File: config.mk
export PLATFORM = sky130hd
export DESIGN_NAME = product_accumulator
export DESIGN_NICKNAME = d
export VERILOG_FILES = /design/src/rtl/product_accumulator.sv
export SDC_FILE = /design/constraint.sdc
export NUM_CORES = 1
export LEC_CHECK = 0
export CAP_MARGIN = 20
export CORE_ASPECT_RATIO = 0.9
export CORE_MARGIN = 2
export CORE_UTILIZATION = 50
export DETAILED_ROUTE_END_ITERATION = 8
export HOLD_SLACK_MARGIN = 0.02
export PLACE_DENSITY_LB_ADDON = 0.1
export REMOVE_ABC_BUFFERS = 1
export SLEW_MARGIN = 20
export SYNTH_ARGS = -nofsm -noshare
export SYNTH_HDL_FRONTEND = slang
export SYNTH_SLANG_ARGS = --single-unit
File: constraint.sdc
create_clock -name clk -period 2.6 [get_ports clk]
set_clock_uncertainty 0.1 [all_clocks]
set_input_delay 0.26 -clock clk [delete_from_list [all_inputs] [get_ports clk]]
set_output_delay 0.26 -clock clk [all_outputs]
set_load 0.1 [all_outputs]
File: src/rtl/product_accumulator.sv
`timescale 1ns/1ps
// product_accumulator: sums a fixed-length frame of 8-bit unsigned products
// and hands the frame sum off over a valid/ready interface.
//
// Ports:
//   clk        rising-edge clock
//   rst_n      asynchronous active-low reset
//   p_in       unsigned product (0..225)
//   p_valid    p_in holds a valid product
//   p_ready    block can accept a product this cycle (combinational)
//   clear      synchronous frame abort, overrides both transfers
//   sum_out    frame sum, meaningful while sum_valid=1
//   sum_valid  frame sum available
//   sum_ready  consumer accepts the sum
//   ovf        the frame saturated (sticky for the frame)
//   term_cnt   products accepted in the current frame
module product_accumulator #(
  parameter int unsigned N_TERMS = 4,
  parameter int unsigned ACC_W   = 12
) (
  input  logic             clk,
  input  logic             rst_n,
  input  logic [7:0]       p_in,
  input  logic             p_valid,
  output logic             p_ready,
  input  logic             clear,
  output logic [ACC_W-1:0] sum_out,
  output logic             sum_valid,
  input  logic             sum_ready,
  output logic             ovf,
  output logic [4:0]       term_cnt
);

  localparam int unsigned SUM_W = ACC_W + 1;
  localparam int unsigned CNT_W = 5;

  localparam logic [1:0] IDLE = 2'd0;
  localparam logic [1:0] ACC  = 2'd1;
  localparam logic [1:0] DONE = 2'd2;

  localparam logic [ACC_W-1:0] ACC_MAX  = '1;
  localparam logic [CNT_W-1:0] LAST_CNT = CNT_W'(N_TERMS);

  logic [1:0]       state, state_nxt;
  logic [ACC_W-1:0] acc, acc_nxt;
  logic [CNT_W-1:0] cnt_nxt;
  logic             ovf_nxt;
  logic [SUM_W-1:0] sum_w;
  logic             in_xfer;
  logic             out_xfer;

  // Input handshake: never ready while holding a sum, aborting or in reset.
  assign p_ready  = rst_n & ~clear & (state != DONE);
  assign in_xfer  = p_valid & p_ready;
  assign out_xfer = sum_valid & sum_ready;

  // One extra bit catches the carry that triggers saturation.
  assign sum_w = {1'b0, acc} + SUM_W'(p_in);

  // Next-state and datapath update.
  always_comb begin
    state_nxt = state;
    acc_nxt   = acc;
    cnt_nxt   = term_cnt;
    ovf_nxt   = ovf;

    if (clear) begin
      state_nxt = IDLE;
      acc_nxt   = '0;
      cnt_nxt   = '0;
      ovf_nxt   = 1'b0;
    end else begin
      case (state)
        IDLE: begin
          if (in_xfer) begin
            acc_nxt   = ACC_W'(p_in);
            cnt_nxt   = CNT_W'(1);
            state_nxt = (LAST_CNT == CNT_W'(1)) ? DONE : ACC;
          end
        end
        ACC: begin
          if (in_xfer) begin
            if (sum_w[ACC_W]) begin
              acc_nxt = ACC_MAX;
              ovf_nxt = 1'b1;
            end else begin
              acc_nxt = sum_w[ACC_W-1:0];
            end
            cnt_nxt   = term_cnt + CNT_W'(1);
            state_nxt = (cnt_nxt == LAST_CNT) ? DONE : ACC;
          end
        end
        DONE: begin
          if (out_xfer) begin
            state_nxt = IDLE;
            acc_nxt   = '0;
            cnt_nxt   = '0;
            ovf_nxt   = 1'b0;
          end
        end
        default: begin
          state_nxt = IDLE;
          acc_nxt   = '0;
          cnt_nxt   = '0;
          ovf_nxt   = 1'b0;
        end
      endcase
    end
  end

  // State and output registers; sum_out tracks acc so it is valid on DONE entry.
  always_ff @(posedge clk or negedge rst_n) begin
    if (!rst_n) begin
      state     <= IDLE;
      acc       <= '0;
      term_cnt  <= '0;
      ovf       <= 1'b0;
      sum_out   <= '0;
      sum_valid <= 1'b0;
    end else begin
      state     <= state_nxt;
      acc       <= acc_nxt;
      term_cnt  <= cnt_nxt;
      ovf       <= ovf_nxt;
      sum_out   <= acc_nxt;
      sum_valid <= (state_nxt == DONE);
    end
  end

endmodule

# [After elaboration in Yosys (flattened, before gate mapping)]
# Cells that the tools add are included.
[op_classes] add_sub_neg=2 mux=22 n_eq_ne=10 bitwise=5 reduce_logical=3
[ops] op="2-to-1 mux 12 bit" count=5
[ops] op="one-hot mux 12 bit (3 select lines)" count=1
[ops] op="2-to-1 mux 5 bit" count=4
[ops] op="one-hot mux 5 bit (3 select lines)" count=1
[ops] op="adder 12 x 8 -> 13 bit" count=1
[ops] op="inequality test 3 bit, second input constant" count=4
[ops] op="2-to-1 mux 2 bit" count=5
[ops] op="one-hot mux 2 bit (3 select lines)" count=1
[ops] op="adder 5 x 1 -> 5 bit, second input constant" count=1
[ops] op="== test 5 x 3 -> 1 bit, second input constant" count=1
[ops] op="bitwise AND 1 bit" count=4
[ops] op="== test 2 bit, second input constant" count=2
[ops] op="2-to-1 mux 1 bit" count=4
[ops] op="inequality test 2 bit, second input constant" count=2
[ops] op="AND reduction 4 bit" count=1
[ops] op="one-hot mux 1 bit (3 select lines)" count=1
[ops] op="AND reduction 3 bit" count=1
[ops] op="== test 2 x 1 -> 1 bit, second input constant" count=1
[ops] op="logical NOT 2 bit" count=1
[ops] op="inverter 1 bit" count=1
[totals] elab_cells=47 in_bits=13 output_inout_bits=20 reg_bits=21

# [Depth between registers and ports, before layout]
# Gate-level depths: netlist of the first run.
[logic_depth] depth_word=8 ltp_mapped=7 depth_no_buf=7

# [Worst setup path before layout of the first run]
# No wires, ideal clock.
[synth_path] path_type="register to output" start="register state[1]" end="output p_ready" setup_slack_ps=-599 path_buffers=0 t_required_ps=2240 arrival_ps=2839 path_stages_with_launch=3 path_cell_list="dfrtp_1 -> and2b_1 -> nor3b_1"
[synth_via] elab_chain_len=2
[synth_rtl] item="from (decl)" line_no="44" rtl="logic [1:0] state, state_nxt;"
[synth_rtl] item="from (signal assigned)" line_no="121" rtl="state <= state_nxt;"
[synth_rtl] item="inequality test 2 bit" line_no="53" rtl="assign p_ready = rst_n & ~clear & (state != DONE);"
[synth_rtl] item="bitwise AND 1 bit" line_no="53"
[synth_rtl] item="to (decl)" line_no="25" rtl="output logic p_ready,"
# No other way between the ends.

# [Worst setup path in the final report of the first run]
[layout_path] start="input p_in[0]" end="register acc[7]"
[layout_via] elab_chain_len=5
[layout_rtl] item="from (decl)" line_no="23" rtl="input logic [7:0] p_in,"
[layout_rtl] item="adder 12 x 8 -> 13 bit" line_no="58" rtl="assign sum_w = {1'b0, acc} + SUM_W'(p_in);"
[layout_rtl] item="2-to-1 mux 12 bit" line_no="83" rtl="if (sum_w[ACC_W]) begin"
[layout_rtl] item="2-to-1 mux 12 bit" line_no="82" rtl="if (in_xfer) begin"
[layout_rtl] item="one-hot mux 12 bit (3 select lines)" line_no="73" rtl="case (state)"
[layout_rtl] item="2-to-1 mux 12 bit" line_no="67" rtl="if (clear) begin"
[layout_rtl] item="to (signal assigned)" line_no="122" rtl="acc <= acc_nxt;"
[layout_rtl] item="to (decl)" line_no="45" rtl="logic [ACC_W-1:0] acc, acc_nxt;"
# No other way between the ends. The select of a mux whose other input is x is not followed.
# A chain may end at the register's enable or synchronous reset.

==> flow_summary_export.csv, run 1 <==
group,metric,value,unit
power_and_ir_drop,power.net_switching,392,uW
floorplan,floorplan.die.width,61.7,microns
clock_network,cts.hold.buffers_added,0,
synthesis,synth_largest_area_cell,"sky130_fd_sc_hd__dfrtp_1",
sta,finalHoldViolations,0,
power_and_ir_drop,power.share.sequential,39.5,%
run_status,outcome,"finished clean",
sta,rsz_0062_raised_after_global_routing,"false",
place,dpl.cell_count,239,
layout,areaGrowthSynthToFinish,24.9,%
floorplan,core_region_area,2790,sq um
floorplan,core.rowCount,18,
synthesis,yosys-mux-area-fraction,0,%
grt,grt_overflow_total,0,
synthesis,synth.most_common_cell,"sky130_fd_sc_hd__dfrtp_1",
floorplan,initial_utilization,53.6,%
synthesis,seq_area_frac_synth,35.1,%
synthesis,synth_xor_area_share,4.10,%
power_and_ir_drop,peakVddDrop,0.357,mV
clock_network,cts_root_buf,"sky130_fd_sc_hd__clkbuf_4",
hold_path,hold_path_class,"primary input to asynchronous set/reset pin",
sta,timing.final.crit_share,87.9,%
detailed_routing,wl,3470,microns
synthesis,synth_top_family_by_area,"compound AO/OA/AOI/OAI gates",
setup_path,criticalPathCategory,"primary input to flip-flop",
layout,layoutNonFillerInstCount,243,
setup_path,critPathMaxFanout,9,
place,gpl_congestion,0.870,
grt,antenna_found_initial,0,
floorplan,die-area,3450,sq um
grt,grt_pass1_wl,5780,microns
power_and_ir_drop,p_clk_share,17.8,%
place,hpwl,2680,microns
detailed_routing,drc_errors,0,
synthesis,synth.top_cell.area_share,35.1,%
sta,max_slew_margin,51.0,%
clock_network,clkSinkCount,21,
detailed_routing,antenna_violating_nets_post_route,0,
layout,fill_cells,258,
setup_path,reg2reg_slack,0.32,ns
place,pre_cts_ws,-0.00620,ns
synthesis,synthCells,166,
layout,antenna_cells_inserted,0,
synthesis,yosys_warnings,0,
floorplan,floorplan.die.height,55.9,microns
sta,final_period_minus_worst_setup_slack,2.28,ns
sta,maxClockFrequency,438,MHz
detailed_routing,vias,1394,
sta,setup_ws,0.316,ns
synthesis,synth_compound_gate_area_share,29.2,%
grt,grt_start_max_net_pins,19,
floorplan,io_pins,33,
synthesis,synthTopCellsByCount,"21 x sky130_fd_sc_hd__dfrtp_1, 19 x sky130_fd_sc_hd__nand2_1, 16 x sky130_fd_sc_hd__a21oi_1, 11 x sky130_fd_sc_hd__nor2_1, 10 x sky130_fd_sc_hd__o21ai_1",
clock_network,path_clk_slew,0.12,ns
sta,tightest_slew,0.731,ns
clock_network,cts_resized,0,
grt,grt_pass1_vias,1348,
synthesis,synth-edff-count,0,
power_and_ir_drop,cellInternalPower,529,uW
setup_path,worst_ep_required_time,2.71,ns
synthesis,yosys_reg_bits,21,
clock_network,tritoncts,"yes",
place,buffer_ports.inserted,32,
sta,final_max_slew_viol_count,0,
synthesis,synth_ff_type,"sky130_fd_sc_hd__dfrtp_1",
sta,setup_viol_count_final,0,
synthesis,synth-async-reset-ratio,100,%
clock_network,clock_tree_buf_depth,2,
layout,finish.net_count,227,
detailed_routing,drt-pass1-iter-count,4,
run,maxCapViolCount,0,
clock_network,buffer_count_from_post_cts_setup_fixing,0,
synthesis,synth_fa_ha_area_share,8.86,%
layout,final_layout_size_suffix_gt1_share,18.7,%
power_and_ir_drop,cellLeakagePower,0.000858,uW
clock_network,cts_buffers,3,
detailed_routing,routedWlPerCell,14.3,microns
synthesis,post_syn_area,1500,sq um
synthesis,yosys.area_share.simple,19.6,%
synthesis,synthesis.area_per_instance,9.01,sq um
synthesis,synth.top_cells.by_area,"sky130_fd_sc_hd__dfrtp_1 35%, sky130_fd_sc_hd__ha_1 7.5%, sky130_fd_sc_hd__a21oi_1 5.4%, sky130_fd_sc_hd__nand2_1 4.8%, sky130_fd_sc_hd__o21ai_1 3.3%",
layout,post-route-util,66.9,%
detailed_routing,detail_route.iter0.violations,54,
setup_path,data_arrival_time_of_the_critical_path,2.40,ns
grt,gr-usage-all-layers,21.6,%
power_and_ir_drop,combPwrFrac,42.6,%
synthesis,post_synth_num_cell_types,44,
setup_path,start_kind,"primary input",
clock_network,clock_insertion_delay_worst_skew,0.31,ns
power_and_ir_drop,power_per_cell_area,493,nW/um^2
power_and_ir_drop,switching_share_of_power,42.6,%
setup_path,end_kind,"flip-flop",
detailed_routing,viasPerCell,5.74,
clock_network,h-tree-depth,1,
-- power by group through the flow --
stage	Sequential, uW	Combinational (uW)	Clock [uW]
2_1_floorplan	493	159	0
3_3_place_gp	369	388	0
3_5_place_dp	371	392	0
4_1_cts	364	393	170
5_1_grt	367	423	188
6_report	364	393	164
-- logic make-up after synthesis --
logic type	count (synthesis)
fa+ha+maj	10
xor+xnor	7
flops	21
simple gates	55
buf+inv	9
compound gates	64
-- layout make-up --
type                       instances  area, sq um  area share [%]
inverter                           4         15.0           0.803
timing repair buffer              38          328            17.5
tap                               40         50.0            2.68
clock buffer                       3         22.5            1.20
sequential                        21          526            28.1
clock inverter                     1         5.00           0.268
multi-input combinational        136          923            49.4
-- state kept, by name (all words and copies together) (netlist names) --
signal / flops
term_cnt: 5
ovf: 1
sum_valid: 1
state: 2
acc: 12
-- metal layers --
layer  track usage [%]  share of wire, %
met1              29.5                47
met2              34.0                47
met3              4.42               5.1
met4              6.08               1.2
met5                 0                 0
-- placed cells by master (no fill, tap or decap), drive strengths merged, types with 3 or more instances in the layout --
cell / count
a21oi: 16
nor3: 3
clkbuf: 3
o21ai: 16
inv: 4
a211oi: 8
clkdlybuf4s50: 12
nand2: 19
xor2: 5
dfrtp: 21
o31a: 3
buf: 26
o211ai: 6
o22a: 3
and3: 4
ha: 9
nor2: 11
nand3: 7
-- through the flow --
step / hold WS [ns] / area [sq um] / total power [uW] / setup TNS (ns)
final: 0.251 / 1870 / 921 / 0
after global routing: 0.244 / 1870 / 978 / 0
after CTS: 0.258 / 1870 / 928 / 0
after detailed placement: 0.409 / 1840 / 763 / -0.00865
after global placement: 0.400 / 1840 / 757 / 0
after floorplan: -0.136 / 1460 / 652 / -0.821
-- worst paths after layout --
kind,startpoint,endpoint,depth (start not counted)
max in group asynchronous,rst_n,acc[6]$_DFFE_PN0P_,2
hold reg to reg,term_cnt[4]$_DFFE_PN0P_,term_cnt[4]$_DFFE_PN0P_,1
min in group clk,term_cnt[4]$_DFFE_PN0P_,term_cnt[4]$_DFFE_PN0P_,1
hold / removal,rst_n,ovf$_DFFE_PN0P_,2
setup / recovery,p_in[0],acc[7]$_DFFE_PN0P_,8
setup reg to reg,acc[0]$_DFFE_PN0P_,acc[7]$_DFFE_PN0P_,7
-- critical path: stages --
cell and delay (ns):
sky130_fd_sc_hd__clkdlybuf4s50_1 0.45, sky130_fd_sc_hd__ha_1 0.26, sky130_fd_sc_hd__fa_1 0.43, sky130_fd_sc_hd__nand3_1 0.13
sky130_fd_sc_hd__a21oi_1 0.09, sky130_fd_sc_hd__o31a_1 0.40, sky130_fd_sc_hd__a211oi_1 0.27, sky130_fd_sc_hd__a21oi_1 0.10
Power figures use the tool's default switching activity.
==> run 2: changes to the inputs <==
--- a/config.mk
+++ b/config.mk
@@ -8,7 +8,7 @@
 export CAP_MARGIN = 20
 export CORE_ASPECT_RATIO = 0.9
 export CORE_MARGIN = 2
-export CORE_UTILIZATION = 50
+export CORE_UTILIZATION = 30
 export DETAILED_ROUTE_END_ITERATION = 8
 export HOLD_SLACK_MARGIN = 0.02
 export PLACE_DENSITY_LB_ADDON = 0.1
==> flow_summary_export.csv, run 2 (same netlist as run 1, synthesis figures left out) <==
group,metric,value,unit
grt,grt_start_max_net_pins,23,
hold_path,hp-start,"term_cnt[4]$_DFFE_PN0P_",
setup_path,worstRegToRegCells,7,
floorplan,floorplan.die.width,78.4,microns
sta,max_slew_margin,57.9,%
floorplan,die-area,5570,sq um
layout,leading_cell_type_in_the_layout_fill_and_taps_excluded,"sky130_fd_sc_hd__buf_4",
clock_network,cts_resized,0,
layout,max_flop_register,"acc",
setup_path,number_of_stages_on_the_worst_setup_path,8,
run,maxCapViolCount,0,
sta,timing.hold.ws,0.413,ns
layout,largest_registers,"acc (12), term_cnt (5), state (2)",
setup_path,crit_path_cell_chain,"clkdlybuf4s50_1 -> ha_1 -> fa_1 -> nand3_1 -> a21oi_1 -> o31a_1 -> a211oi_1 -> o21ai_1",
detailed_routing,detail_route.iter0.violations,48,
setup_path,source_of_the_critical_timing_path,"p_in[0]",
layout,final_area,1930,sq um
sta,final_max_slew_viol_count,0,
setup_path,worst_ep_required_time,2.65,ns
sta,final_period_minus_worst_setup_slack,2.36,ns
clock_network,cts_buffers,3,
setup_path,timing.critical_path.slowest_cell_delay,0.45,ns
layout,largest_reg_flops,12,
power_and_ir_drop,cellLeakagePower,0.000872,uW
sta,rsz_0062_raised_after_global_routing,"false",
layout,antenna_cells_inserted,0,
grt,grt_pass1_wl,6730,microns
place,hpwl,3050,microns
detailed_routing,wl,3950,microns
clock_network,buffer_count_from_post_cts_setup_fixing,0,
floorplan,initial_utilization,31.0,%
hold_path,hold_path_class,"flip-flop to flip-flop",
power_and_ir_drop,power_per_cell_area,510,nW/um^2
clock_network,h-tree-depth,1,
clock_network,clkSinkCount,21,
setup_path,cp_top_family,"compound AO/OA/AOI/OAI gates",
clock_network,clock_insertion_delay_worst_skew,0.26,ns
sta,timing.final.crit_share,90.6,%
grt,grt_pass1_vias,1393,
power_and_ir_drop,fin_total_pwr,983,uW
grt,grt_overflow_total,0,
sta,maxClockFrequency,424,MHz
setup_path,start_kind,"primary input",
clock_network,path_clk_slew,0.08,ns
layout,final_layout_size_suffix_gt1_share,19.1,%
layout,multi_input_comb_area,923,sq um
layout,register_area,526,sq um
grt,gr-usage-all-layers,15.0,%
place,dpl-instance-area,1880,sq um
sta,finalHoldViolations,0,
layout,finish.net_count,228,
floorplan,core.rowCount,24,
layout,most_frequent_cells_in_the_layout,"26 x sky130_fd_sc_hd__buf_4, 21 x sky130_fd_sc_hd__dfrtp_1, 19 x sky130_fd_sc_hd__nand2_1, 16 x sky130_fd_sc_hd__a21oi_1, 12 x sky130_fd_sc_hd__clkdlybuf4s50_1",
clock_network,tritoncts,"yes",
detailed_routing,antenna_violating_nets_post_route,0,
floorplan,io_pins,33,
floorplan,floorplan.die.height,71,microns
detailed_routing,drt-pass1-iter-count,4,
floorplan,core_region_area,4830,sq um
setup_path,timing.critical_path.slowest_stage_cell,"sky130_fd_sc_hd__clkdlybuf4s50_1",
setup_path,worstPathBufferInverterCount,1,
detailed_routing,drc_errors,0,
setup_path,critPathMaxFanout,9,
sta,setup-tns-final,0,ns
grt,antenna_found_initial,0,
setup_path,end_kind,"flip-flop",
clock_network,clock_tree_buf_depth,2,
setup_path,startpoint_of_the_lowest_slack_register_to_register_path,"acc[0]$_DFFE_PN0P_",
clock_network,cts_root_buf,"sky130_fd_sc_hd__clkbuf_8",
layout,fill_cells,486,
setup_path,criticalPathCategory,"primary input to flip-flop",
sta,tightest_slew,0.627,ns
detailed_routing,viasPerCell,5.18,
clock_network,cts.hold.buffers_added,0,
power_and_ir_drop,peakVddDrop,0.224,mV
place,buffer_ports.inserted,32,
place,gpl_congestion,0.838,
layout,areaGrowthSynthToFinish,28.8,%
detailed_routing,vias,1394,
run_status,outcome,"finished clean",
detailed_routing,routedWlPerCell,14.7,microns
setup_path,data_arrival_time_of_the_critical_path,2.41,ns
sta,setup_viol_count_final,0,
hold_path,timing.hold.worst_path_depth,1,
run 2: cell count changes in the layout (fill, tap and decap cells not counted), sizes merged:
cell,change
buf,+1
run 2: worst reg2reg max path, stage by stage (launching register included):
cell	delay, ns
sky130_fd_sc_hd__dfrtp_1	0.41
sky130_fd_sc_hd__ha_1	0.23
sky130_fd_sc_hd__fa_1	0.44
sky130_fd_sc_hd__nand3_1	0.13
sky130_fd_sc_hd__a21oi_1	0.09
sky130_fd_sc_hd__o31a_1	0.41
sky130_fd_sc_hd__a211oi_1	0.26
sky130_fd_sc_hd__o21ai_1	0.09
run 2: stage by stage:
step,cells,util [%],setup slack (ns)
after floorplan,161,-,-0.726
after global placement,265,38.9,0.0206
after detailed placement,265,38.9,-0.0250
after CTS,269,39.9,0.260
after global routing,269,39.9,0.109
final,269,39.9,0.243
run 2: worst paths after layout:
kind / to / slack (ns)
worst max-delay path: acc[1]$_DFFE_PN0P_ / 0.24
worst min-delay path: term_cnt[4]$_DFFE_PN0P_ / 0.41
worst max register to register: acc[1]$_DFFE_PN0P_ / 0.33
worst min register to register: term_cnt[4]$_DFFE_PN0P_ / 0.41
max in group asynchronous: acc[6]$_DFFE_PN0P_ / 1.69
min in group asynchronous: acc[2]$_DFFE_PN0P_ / 0.46
run 2: cell type report:
cell class | instances | area share [%]
inverter | 4 | 0.779
multi-input combinational | 136 | 47.9
timing repair buffer | 39 | 17.4
tap | 65 | 4.22
clock buffer | 3 | 2.14
sequential | 21 | 27.3
clock inverter | 1 | 0.260
run 2: layer usage:
| layer | GRT usage [%] | vias up | part of all wire, % |
|---|---|---|---|
| met2 | 25.3 | 23 | 47 |
| met5 | 0 | - | 0 |
| met1 | 20.4 | 667 | 49 |
| li1 | - | 702 | - |
| met4 | 1.75 | 0 | 0.33 |
| met3 | 3.44 | 2 | 3.6 |
run 2: report_power, final:
group | switching (uW) | internal (uW)
clock network | 114 | 107
logic | 272 | 128
registers | 17.5 | 344
total | 404 | 579
